<file path="config.mk">
export PLATFORM = sky130hd
export DESIGN_NAME = gray_counter
export DESIGN_NICKNAME = d
export VERILOG_FILES = /design/src/rtl/gray_counter.sv
export SDC_FILE = /design/constraint.sdc
export NUM_CORES = 1
export LEC_CHECK = 0
export BUFFER_PORTS_ARGS = -buffer_cell sky130_fd_sc_hd__buf_4
export CAP_MARGIN = 20
export CORE_ASPECT_RATIO = 1.1
export CORE_MARGIN = 2
export CORE_UTILIZATION = 46
export CTS_BUF_LIST = sky130_fd_sc_hd__clkbuf_8
export DETAILED_ROUTE_END_ITERATION = 10
export GPL_ROUTABILITY_DRIVEN = 0
export HOLD_SLACK_MARGIN = 0.06
export PLACE_DENSITY = 0.77
export SLEW_MARGIN = 30
export SYNTH_ARGS = -nofsm -noshare
export SYNTH_HDL_FRONTEND = slang
export SYNTH_SLANG_ARGS = --single-unit
</file>
<file path="constraint.sdc">
create_clock -name clk -period 2.1 [get_ports clk]
set_input_delay 0.63 -clock clk [delete_from_list [all_inputs] [get_ports clk]]
set_output_delay 0.63 -clock clk [all_outputs]
set_load 0.02 [all_outputs]
</file>
<file path="src/rtl/gray_counter.sv">
// Up/down Gray-code counter with load, synchronous clear and limit-event pulse.
// Define GRAY_CNT_SAT_EN to saturate at the limits instead of wrapping.
module gray_counter #(
  parameter int VEC_W = 4
) (
  input  logic             clk,
  input  logic             reset,
  input  logic             clr_i,
  input  logic             load_i,
  input  logic [VEC_W-1:0] load_bin_i,
  input  logic             en_i,
  input  logic             up_i,
  output logic [VEC_W-1:0] bin_o,
  output logic [VEC_W-1:0] gray_o,
  output logic [VEC_W-1:0] chg_o,
  output logic             wrap_o
);

  localparam logic [VEC_W-1:0] ZERO = {VEC_W{1'b0}};
  localparam logic [VEC_W-1:0] ONE  = {{(VEC_W-1){1'b0}}, 1'b1};
  localparam logic [VEC_W-1:0] MAX  = {VEC_W{1'b1}};

  function automatic logic [VEC_W-1:0] bin2gray(input logic [VEC_W-1:0] b);
    return b ^ (b >> 1'b1);
  endfunction

  logic [VEC_W-1:0] cnt_r;
  logic [VEC_W-1:0] gray_r;
  logic [VEC_W-1:0] chg_r;
  logic             wrap_r;

  logic [VEC_W-1:0] cnt_next_s;
  logic [VEC_W-1:0] gray_next_s;
  logic [VEC_W-1:0] chg_next_s;
  logic             wrap_next_s;
  logic             at_max_s;
  logic             at_min_s;

  assign at_max_s = (cnt_r == MAX);
  assign at_min_s = (cnt_r == ZERO);

  // Next-count selection in priority order: clear, load, step, hold.
  always_comb begin
    cnt_next_s  = cnt_r;
    wrap_next_s = 1'b0;
    if (clr_i) begin
      cnt_next_s = ZERO;
    end else if (load_i) begin
      cnt_next_s = load_bin_i;
    end else if (en_i) begin
      if (up_i) begin
        if (at_max_s) begin
          wrap_next_s = 1'b1;
`ifdef GRAY_CNT_SAT_EN
          cnt_next_s  = cnt_r;
`else
          cnt_next_s  = ZERO;
`endif
        end else begin
          cnt_next_s = cnt_r + ONE;
        end
      end else begin
        if (at_min_s) begin
          wrap_next_s = 1'b1;
`ifdef GRAY_CNT_SAT_EN
          cnt_next_s  = cnt_r;
`else
          cnt_next_s  = MAX;
`endif
        end else begin
          cnt_next_s = cnt_r - ONE;
        end
      end
    end else begin
      cnt_next_s = cnt_r;
    end
  end

  // Gray view is taken from the next count so it stays aligned with bin_o.
  always_comb begin
    gray_next_s = bin2gray(cnt_next_s);
    chg_next_s  = gray_next_s ^ gray_r;
  end

  // Output registers; all views update on the same edge.
  always_ff @(posedge clk or posedge reset) begin
    if (reset) begin
      cnt_r  <= ZERO;
      gray_r <= ZERO;
      chg_r  <= ZERO;
      wrap_r <= 1'b0;
    end else begin
      cnt_r  <= cnt_next_s;
      gray_r <= gray_next_s;
      chg_r  <= chg_next_s;
      wrap_r <= wrap_next_s;
    end
  end

  assign bin_o  = cnt_r;
  assign gray_o = gray_r;
  assign chg_o  = chg_r;
  assign wrap_o = wrap_r;

endmodule

</file>
==> flow_summary_export.csv, run 1 <==
group,metric,value,unit
finish,final_util,71.5,%
timing,skew,3.64,ps
grt,gr-usage-all-layers,20.8,%
finish,final_layout_size_suffix_gt1_share,46.8,%
clock_network,cts_tree,"built",
routing,vias,590,
synth,ys_warn_count,0,
synth,syn_area,687,um^2
clock_network,clk_latency,240,ps
timing,worst_slack,71.6,ps
outcome,status,"finished clean",
placement,place_area,903,um^2
setup_path,r2r_slack,70,ps
grt,gr-max-usage-layer,"met2",
setup_path,slowest_delay,470,ps
timing,worst_slew_pin_slew,450,ps
grt,grt_use_met2,33.1,%
grt,grt_use_met3,6.53,%
pwr,ir_drop,0.521,mV
die,start_util,49.6,%
routing,postRouteWirelength,1.60,mm
grt,grt_max_degree,13,
die,die_x,40.8,um
synth,synth_cells,61,
die,dieArea,1820,um^2
timing,period_share,96.6,%
clock_network,holdBufCountCts,0,
grt,grt_overflow,0,
setup_path,critPathMaxFanout,6,
setup_path,critPathMostFrequentCell,"xor2_1",
pwr,p_leak,0.505,nW
job,cap_violations,0,
setup_path,path_class,"reg -> reg",
die,io-pin-count,23,
synth,synth_async_sr_flop_share,100,%
routing,wire_per_inst,14.5,um
clock_network,cts_buffer_depth,2,
timing,final_max_slew_viol_count,0,
synth,synth_area_per_cell,11.3,um^2
routing,drt_iter0_markers,21,
setup_path,slowest_stage,"or4b_4",
timing,tns,0,ps
timing,timing.final.crit_period,2030,ps
timing,max_freq,0.493,GHz
setup_path,crit_arrival,2140,ps
timing,setup_viol,0,
grt,grt_pass1_wl,2.49,mm
timing,timing.final.hold_violations,0,
placement,io_buffers,22,
setup_path,r2r-start,"bin_o[0]",
pwr,p_per_area,794,nW/um^2
finish,layout.nets,107,
synth,synth-seq-cells,12,
synth,synth_flop_cell,"dfrtp_1",
finish,layout-area-overhead-vs-synth,44.1,%
routing,avgViaCountPerCell,5.36,
finish,num_antenna_cells,0,
setup_path,path_cells,"inv_2 > ha_1 > or4b_4 > and3_4 > o31ai_4 > xor2_1 > nor2_1 > xor2_1",
setup_path,critical_path_required,2220,ps
placement,place.detailed.hpwl,1.20,mm
setup_path,startpoint_type,"flop",
clock_network,cts_sinks,12,
clock_network,h-tree-depth,1,
setup_path,r2r_end,"chg_o[0]",
clock_network,cts_buffers,3,
die,fp.coreArea,1380,um^2
routing,drcViolationCount,0,
synth,yosysUniqueCellTypes,30,
die,fp-row-count,14,
timing,relSlewSlack,70.0,%
die,die_h,44.5,um
setup_path,rr_worst_depth,8,
routing,dr.pass1.iters,4,
synth,ys_seq_area_share,43.7,%
grt,met1_usage,25.6,%
setup_path,endpoint_kind,"flop",
placement,dp_slack,-49.6,ps
clock_network,cts_root_buf,"clkbuf_8",
routing,ant_nets,0,
grt,grt_pass1_vias,550,
grt,antenna_found_initial,0,
worst_hold_path,hold_class,"in -> async",
clock_network,clkTransAtPathRegs,50,ps
synth,syn-num-nets,73,
synth,synth_edf_count,0,
finish,stdcell_area,990,um^2
worst max path at each step:
| stage | start | endpoint | slack (ps) | depth (start not counted) |
|---|---|---|---|---|
| after global routing | bin_o[0] | chg_o[0] | -2 | 8 |
| after global placement | up_i | chg_o[0] | -40 | 7 |
| after floorplan | bin_o[1] | chg_o[0] | 10 | 8 |
| after detailed placement | up_i | chg_o[0] | -50 | 7 |
| final | bin_o[0] | chg_o[0] | 70 | 8 |
| after CTS | bin_o[0] | chg_o[0] | 6 | 8 |
critical path: cells and delay by family, from the launching register on:
family	cells	cell delay, ps
and+or+nand+nor	3	750
buffers and inverters	1	70
DFF	1	450
adders and majority gates	1	150
xor gates and xnor gates	2	310
AOI/OAI and AO/OA	1	190
kinds of logic after synthesis:
logic type,count (synthesis),share of synthesized area (%)
fa+ha+maj,2,3.64
compound gates,11,14.8
xor+xnor,8,11.3
mux,3,4.37
simple gates,16,15.7
buf+inv,9,6.56
flops,12,43.7
flip-flops by register name, summed over array words and instances (netlist names):
register,cells
wrap_o,1
gray_o,3
bin_o,4
chg_o,4
final cells by class:
| class | instances | area [um^2] |
|---|---|---|
| inverters | 6 | 22.5 |
| repair buffers | 32 | 240 |
| flip-flops and latches | 12 | 302 |
| multi-input cells | 40 | 350 |
| clock buffers | 4 | 55.1 |
| fillers | 110 | 394 |
| well taps | 16 | 20.0 |
power breakdown:
part           internal (W)  total, W  switching [W]  leakage [nW]
Sequential         0.000267  0.000288      0.0000207         0.152
Clock              0.000165  0.000247      0.0000813        0.0288
Combinational      0.000119  0.000252       0.000132         0.324
synthesized netlist by cell type (2+ instances only):
cell type / instances / share of area, %
a21oi_1: 4 / 2.9
dfrtp_1: 12 / 44
ha_1: 2 / 3.6
inv_1: 6 / 3.3
mux2i_1: 3 / 4.4
nor2_1: 4 / 2.2
xor2_1: 7 / 8.9
through the flow:
step | total power, W | std cells | hold slack, ps
5_1_grt | 0.000834 | 110 | 432
3_3_place_gp | 0.000526 | 103 | 450
3_5_place_dp | 0.000533 | 103 | 459
6_report | 0.000786 | 110 | 398
4_1_cts | 0.000784 | 108 | 411
2_1_floorplan | 0.000430 | 61 | 495
cell usage in the layout, fill, tap and decap left out, drive strengths merged, types with 2 or more instances in the layout:
cell type	instances
a21oi	4
nor2	4
inv	6
buf	32
o31ai	2
dfrtp	12
xor2	8
ha	2
mux2i	3
or4b	2
clkbuf	4
timing repair:
item / 4_1_cts / 5_1_grt
pin swaps: 0 / 1
gates resized for setup: 0 / 3
setup endpoints to repair: 1 / 2
setup buffers: 1 / 2
layer usage:
metal  wire, um  vias up
li1           -      281
met1        601      273
met2        862       34
met3        132        2
met4          5        0
met5          0        -
Note: power is estimated with default switching activity, not from simulation.
==> run 2: changes to the inputs <==
--- a/config.mk
+++ b/config.mk
@@ -9,12 +9,11 @@
 export CAP_MARGIN = 20
 export CORE_ASPECT_RATIO = 1.1
 export CORE_MARGIN = 2
-export CORE_UTILIZATION = 46
+export CORE_UTILIZATION = 30
 export CTS_BUF_LIST = sky130_fd_sc_hd__clkbuf_8
 export DETAILED_ROUTE_END_ITERATION = 10
 export GPL_ROUTABILITY_DRIVEN = 0
 export HOLD_SLACK_MARGIN = 0.06
-export PLACE_DENSITY = 0.77
 export SLEW_MARGIN = 30
 export SYNTH_ARGS = -nofsm -noshare
 export SYNTH_HDL_FRONTEND = slang
==> run 2 against run 1 <==
First-iteration DRC count is 62% lower. Die area increased by 48%. Critical path depth did not move. Cell area is 5.8% higher. Sequential power is essentially flat. Largest power group unchanged. Clock power hardly changed. Register-to-register slack improved by 20 ps. Cell count increased by 15%. Global-route usage down 8.9 points.
==> flow_summary_export.csv, run 2 (same netlist as run 1, synthesis figures left out) <==
group,metric,value,unit
outcome,status,"finished clean",
setup_path,path_cells,"inv_2 > ha_4 > or4b_4 > and3_4 > o31ai_4 > xor2_1 > nor2_1 > xor2_1",
die,die_x,49.6,um
finish,fillers,220,
clock_network,cts_root_buf,"clkbuf_8",
timing,timing.final.crit_period,2010,ps
setup_path,slowest_delay,460,ps
timing,final_max_slew_viol_count,0,
setup_path,critPathMostFrequentCell,"xor2_1",
setup_path,startpoint_type,"flop",
pwr,p_leak,0.513,nW
worst_hold_path,hold_class,"in -> async",
die,die_h,54.2,um
finish,stdcell_area,1050,um^2
timing,worst_slew_pin_slew,475,ps
grt,grt_pass1_wl,2.37,mm
pwr,ir_drop,0.369,mV
finish,stdcell_count,126,
grt,antenna_found_initial,0,
routing,vias,562,
finish,layout.nets,109,
setup_path,r2r_end,"chg_o[0]",
routing,drt_iter0_markers,8,
clock_network,clk_latency,240,ps
timing,setup_viol,0,
setup_path,critical_path_required,2220,ps
die,fp.coreArea,2210,um^2
timing,timing.final.hold_violations,0,
grt,grt_overflow,0,
finish,final_cell_mix,"buf_4, dfrtp_1, xor2_1",
setup_path,crit_arrival,2120,ps
timing,skew,0.476,ps
setup_path,rr_worst_depth,8,
setup_path,r2r_slack,90,ps
pwr,p_per_area,761,nW/um^2
setup_path,cp_top_family,"simple AND/OR/NAND/NOR gates",
job,cap_violations,0,
setup_path,r2r-start,"bin_o[0]",
finish,num_antenna_cells,0,
finish,final_common_cell,"buf_4",
setup_path,slowest_stage,"or4b_4",
grt,gr-usage-all-layers,11.9,%
timing,worst_slack,94.8,ps
placement,io_buffers,22,
die,dieArea,2690,um^2
routing,postRouteWirelength,1.56,mm
finish,final_util,47.4,%
setup_path,path_class,"reg -> reg",
routing,avgViaCountPerCell,4.46,
routing,wire_per_inst,12.3,um
grt,grt_pass1_vias,541,
clock_network,clkTransAtPathRegs,50,ps
die,io-pin-count,23,
grt,grt_max_degree,13,
die,fp-row-count,18,
clock_network,cts_tree,"built",
placement,dp_slack,-52.8,ps
clock_network,holdBufCountCts,0,
routing,dr.pass1.iters,4,
placement,place_area,951,um^2
setup_path,endpoint_kind,"flop",
setup_path,critical_path_buf_inv_count,1,
die,start_util,31.1,%
clock_network,cts_buffers,3,
placement,dp.cells,121,
timing,period_share,95.5,%
setup_path,critPathMaxFanout,4,
routing,drcViolationCount,0,
clock_network,cts_sinks,12,
timing,max_freq,0.499,GHz
finish,layout-area-overhead-vs-synth,52.5,%
routing,ant_nets,0,
clock_network,cts_buffer_depth,2,
finish,final_layout_size_suffix_gt1_share,52.1,%
clock_network,h-tree-depth,1,
placement,place.detailed.hpwl,1.17,mm
timing,relSlewSlack,67.5,%
## run 2: cell type report
| type | instances | area [um^2] | area share, % |
|---|---|---|---|
| sequential | 12 | 302 | 28.8 |
| inverter | 6 | 22.5 | 2.15 |
| multi-input combinational | 40 | 375 | 35.8 |
| timing repair buffer | 34 | 255 | 24.4 |
| clock buffer | 4 | 55.1 | 5.26 |
| tap | 30 | 37.5 | 3.58 |
## run 2: how the worst max path moves through the flow
stage | slack [ps] | end | start | cells after the start
2_1_floorplan | 10 | chg_o[0] | bin_o[1] | 8
3_3_place_gp | -50 | chg_o[0] | up_i | 7
3_5_place_dp | -50 | chg_o[0] | up_i | 7
4_1_cts | 50 | chg_o[2] | bin_o[0] | 7
5_1_grt | -9 | chg_o[0] | bin_o[0] | 8
6_report | 90 | chg_o[0] | bin_o[0] | 8
## run 2: metal layers
layer | vias up | part of all wire, % | global-route usage [%]
met1 | 264 | 44 | 14.8
met3 | 0 | 3.3 | 1.67
met2 | 16 | 53 | 20.2
li1 | 282 | - | -
met5 | - | 0 | 0
met4 | 0 | 0 | 6.94
## run 2: report_power, final
part           switching [W]  internal [W]
Combinational       0.000138      0.000127
Sequential         0.0000195      0.000267
Clock              0.0000794      0.000165
## run 2: repair_timing
action                                 CTS  global route
setup endpoints to repair                0             2
gates resized for setup                  0             8
buffers inserted                         0             1
endpoints found under the hold margin    0             0
## run 2: through the flow
step / total power (W) / hold slack [ps] / TNS (ps)
after floorplan: 0.000430 / 495 / 0
after global placement: 0.000538 / 450 / -63.2
after detailed placement: 0.000542 / 452 / -86.5
after CTS: 0.000793 / 409 / 0
after global routing: 0.000843 / 439 / -9.03
final: 0.000797 / 398 / 0
## run 2: worst register-to-register path, stage by stage, from the launching register on
cell     delay (ps)
dfrtp_2         430
inv_2            90
ha_4            140
or4b_4          460
and3_4          210
o31ai_4         190
xor2_1          160
nor2_1           80
xor2_1          130
==> run 3: changes to the inputs <==
--- a/config.mk
+++ b/config.mk
@@ -7,6 +7,8 @@
 export LEC_CHECK = 0
 export BUFFER_PORTS_ARGS = -buffer_cell sky130_fd_sc_hd__buf_4
 export CAP_MARGIN = 20
+export CELL_PAD_IN_SITES_DETAIL_PLACEMENT = 1
+export CELL_PAD_IN_SITES_GLOBAL_PLACEMENT = 1
 export CORE_ASPECT_RATIO = 1.1
 export CORE_MARGIN = 2
 export CORE_UTILIZATION = 30
@@ -14,6 +16,8 @@
 export DETAILED_ROUTE_END_ITERATION = 10
 export GPL_ROUTABILITY_DRIVEN = 0
 export HOLD_SLACK_MARGIN = 0.06
+export PLACE_DENSITY_LB_ADDON = 0.1
+export REMOVE_ABC_BUFFERS = 1
 export SLEW_MARGIN = 30
 export SYNTH_ARGS = -nofsm -noshare
 export SYNTH_HDL_FRONTEND = slang
==> run 3 against run 2 <==
Non-clock buffer count rose by 4. Sequential power hardly changed. Core utilization increased by 0.74 points. Critical path type unchanged. Critical path depth is the same. Fmax is 0.71% higher. Via count grew 3.2%.
==> flow_summary_export.csv, run 3 (same netlist as run 1, synthesis figures left out) <==
group,metric,value,unit
finish,final_cell_mix,"buf_4, dfrtp_1, xor2_1",
placement,place_area,972,um^2
timing,final_max_slew_viol_count,0,
routing,drt_iter0_markers,5,
clock_network,cts_buffers,3,
finish,layout-area-overhead-vs-synth,54.8,%
placement,place.detailed.hpwl,1.28,mm
timing,relSlewSlack,68.1,%
setup_path,endpoint_kind,"flop",
grt,antenna_found_initial,0,
finish,stdcell_count,129,
routing,wire_per_inst,12.5,um
pwr,clockPowerShare,26.5,%
outcome,status,"finished clean",
clock_network,cts_buffer_depth,2,
timing,period_share,94.8,%
timing,timing.final.hold_violations,0,
clock_network,h-tree-depth,1,
placement,dp.cells,124,
setup_path,crit_arrival,2110,ps
pwr,switching_power,0.000232,W
grt,grt_pass1_wl,2.73,mm
job,cap_violations,0,
grt,grt_pass1_vias,598,
timing,worst_slew_pin_slew,466,ps
clock_network,cts_sinks,12,
worst_hold_path,hold_class,"in -> async",
pwr,p_comb_share,35.2,%
routing,drcViolationCount,0,
finish,final_layout_size_suffix_gt1_share,53.5,%
grt,grt_max_degree,13,
die,die_h,54.2,um
clock_network,clk_latency,240,ps
setup_path,critical_path_required,2220,ps
die,start_util,31.1,%
timing,timing.final.crit_period,1990,ps
finish,stdcell_area,1060,um^2
pwr,p_per_area,712,nW/um^2
finish,fillers,271,
pwr,p_seq_share,38.2,%
routing,ant_nets,0,
grt,grt_overflow,0,
timing,skew,4.58,ps
routing,avgViaCountPerCell,4.50,
grt,gr-usage-all-layers,13.6,%
timing,rsz0062_at_grt,"true",
finish,final_common_cell,"buf_4",
routing,vias,580,
clock_network,clkTransAtPathRegs,50,ps
die,fp.coreArea,2210,um^2
finish,num_antenna_cells,0,
clock_network,cts_root_buf,"clkbuf_8",
die,io-pin-count,23,
die,fp-row-count,18,
routing,dr.pass1.iters,3,
pwr,ir_drop,0.525,mV
timing,setup_viol,0,
setup_path,path_class,"reg -> reg",
clock_network,holdBufCountCts,0,
setup_path,startpoint_type,"flop",
pwr,p_leak,0.532,nW
die,die_x,49.6,um
routing,postRouteWirelength,1.61,mm
die,dieArea,2690,um^2
clock_network,cts_tree,"built",
pwr,swShare,30.6,%
timing,tns,0,ps
timing,max_freq,0.502,GHz
finish,layout.nets,113,
setup_path,critPathMaxFanout,4,
pwr,intPower,0.000525,W
placement,io_buffers,22,
## run 3: changes by cell type in the layout (fill, tap and decap cells not counted), sizes merged
cell and delta:
buf +4, clkbuf -1
## run 3: final cells by class
class | instances | area (um^2) | area share [%]
multi-input cells | 40 | 375 | 35.3
clock buffers | 3 | 41.3 | 3.88
inverters | 6 | 22.5 | 2.12
repair buffers | 38 | 285 | 26.8
flip-flops and latches | 12 | 302 | 28.4
well taps | 30 | 37.5 | 3.53
## run 3: worst paths after layout
| check | start | endpoint | slack [ps] | cells past startpoint |
|---|---|---|---|---|
| worst max register to register | bin_o[1] | chg_o[0] | 110 | 8 |
| worst min register to register | gray_o[1] | chg_o[1] | 470 | 1 |
| worst max-delay path | bin_o[1] | chg_o[0] | 110 | 8 |
| min in group clk | gray_o[1] | chg_o[1] | 470 | 1 |
| max in group asynchronous | reset | bin_o[1] | 1360 | 2 |
| worst min-delay path | reset | gray_o[1] | 400 | 2 |
## run 3: stage by stage
stage / util, % / hold WS (ps) / power [W] / setup slack [ps]
detailed placement: 44.0 / 463 / 0.000548 / -97.0
floorplan: - / 495 / 0.000421 / -0.303
global placement: 44.0 / 450 / 0.000544 / -60.6
CTS: 46.0 / 417 / 0.000755 / 14.2
global route: 48.2 / 449 / 0.000801 / -10.7
finish: 48.2 / 404 / 0.000757 / 109
## run 3: layer usage
layer  track usage [%]  up-vias  share of wire (%)
li1                  -      290                  -
met5                 0        -                  0
met4              1.39        0                  0
met2              22.2       17                 48
met3              5.56        0                6.1
met1              17.7      273                 46
## run 3: power groups by stage
stage / Clock, W / Combinational [W] / Sequential [W]
floorplan: 0 / 0.0000815 / 0.000340
global placement: 0 / 0.000252 / 0.000292
detailed placement: 0 / 0.000256 / 0.000292
CTS: 0.000209 / 0.000256 / 0.000290
global route: 0.000216 / 0.000290 / 0.000295
finish: 0.000201 / 0.000267 / 0.000289
## run 3: worst max-delay path, cell delays in order, from the launching register on
cell and delay [ps]:
dfrtp_2 440, inv_2 90, ha_4 120, or4b_4 450, and3_4 170, o31ai_4 190
xor2_1 170, nor2_1 80, xor2_1 150
## run 3: timing repair
action / CTS / global route
setup endpoints to repair: 1 / 2
buffers inserted: 0 / 2
resized for setup: 1 / 8
pin swaps: 0 / 5
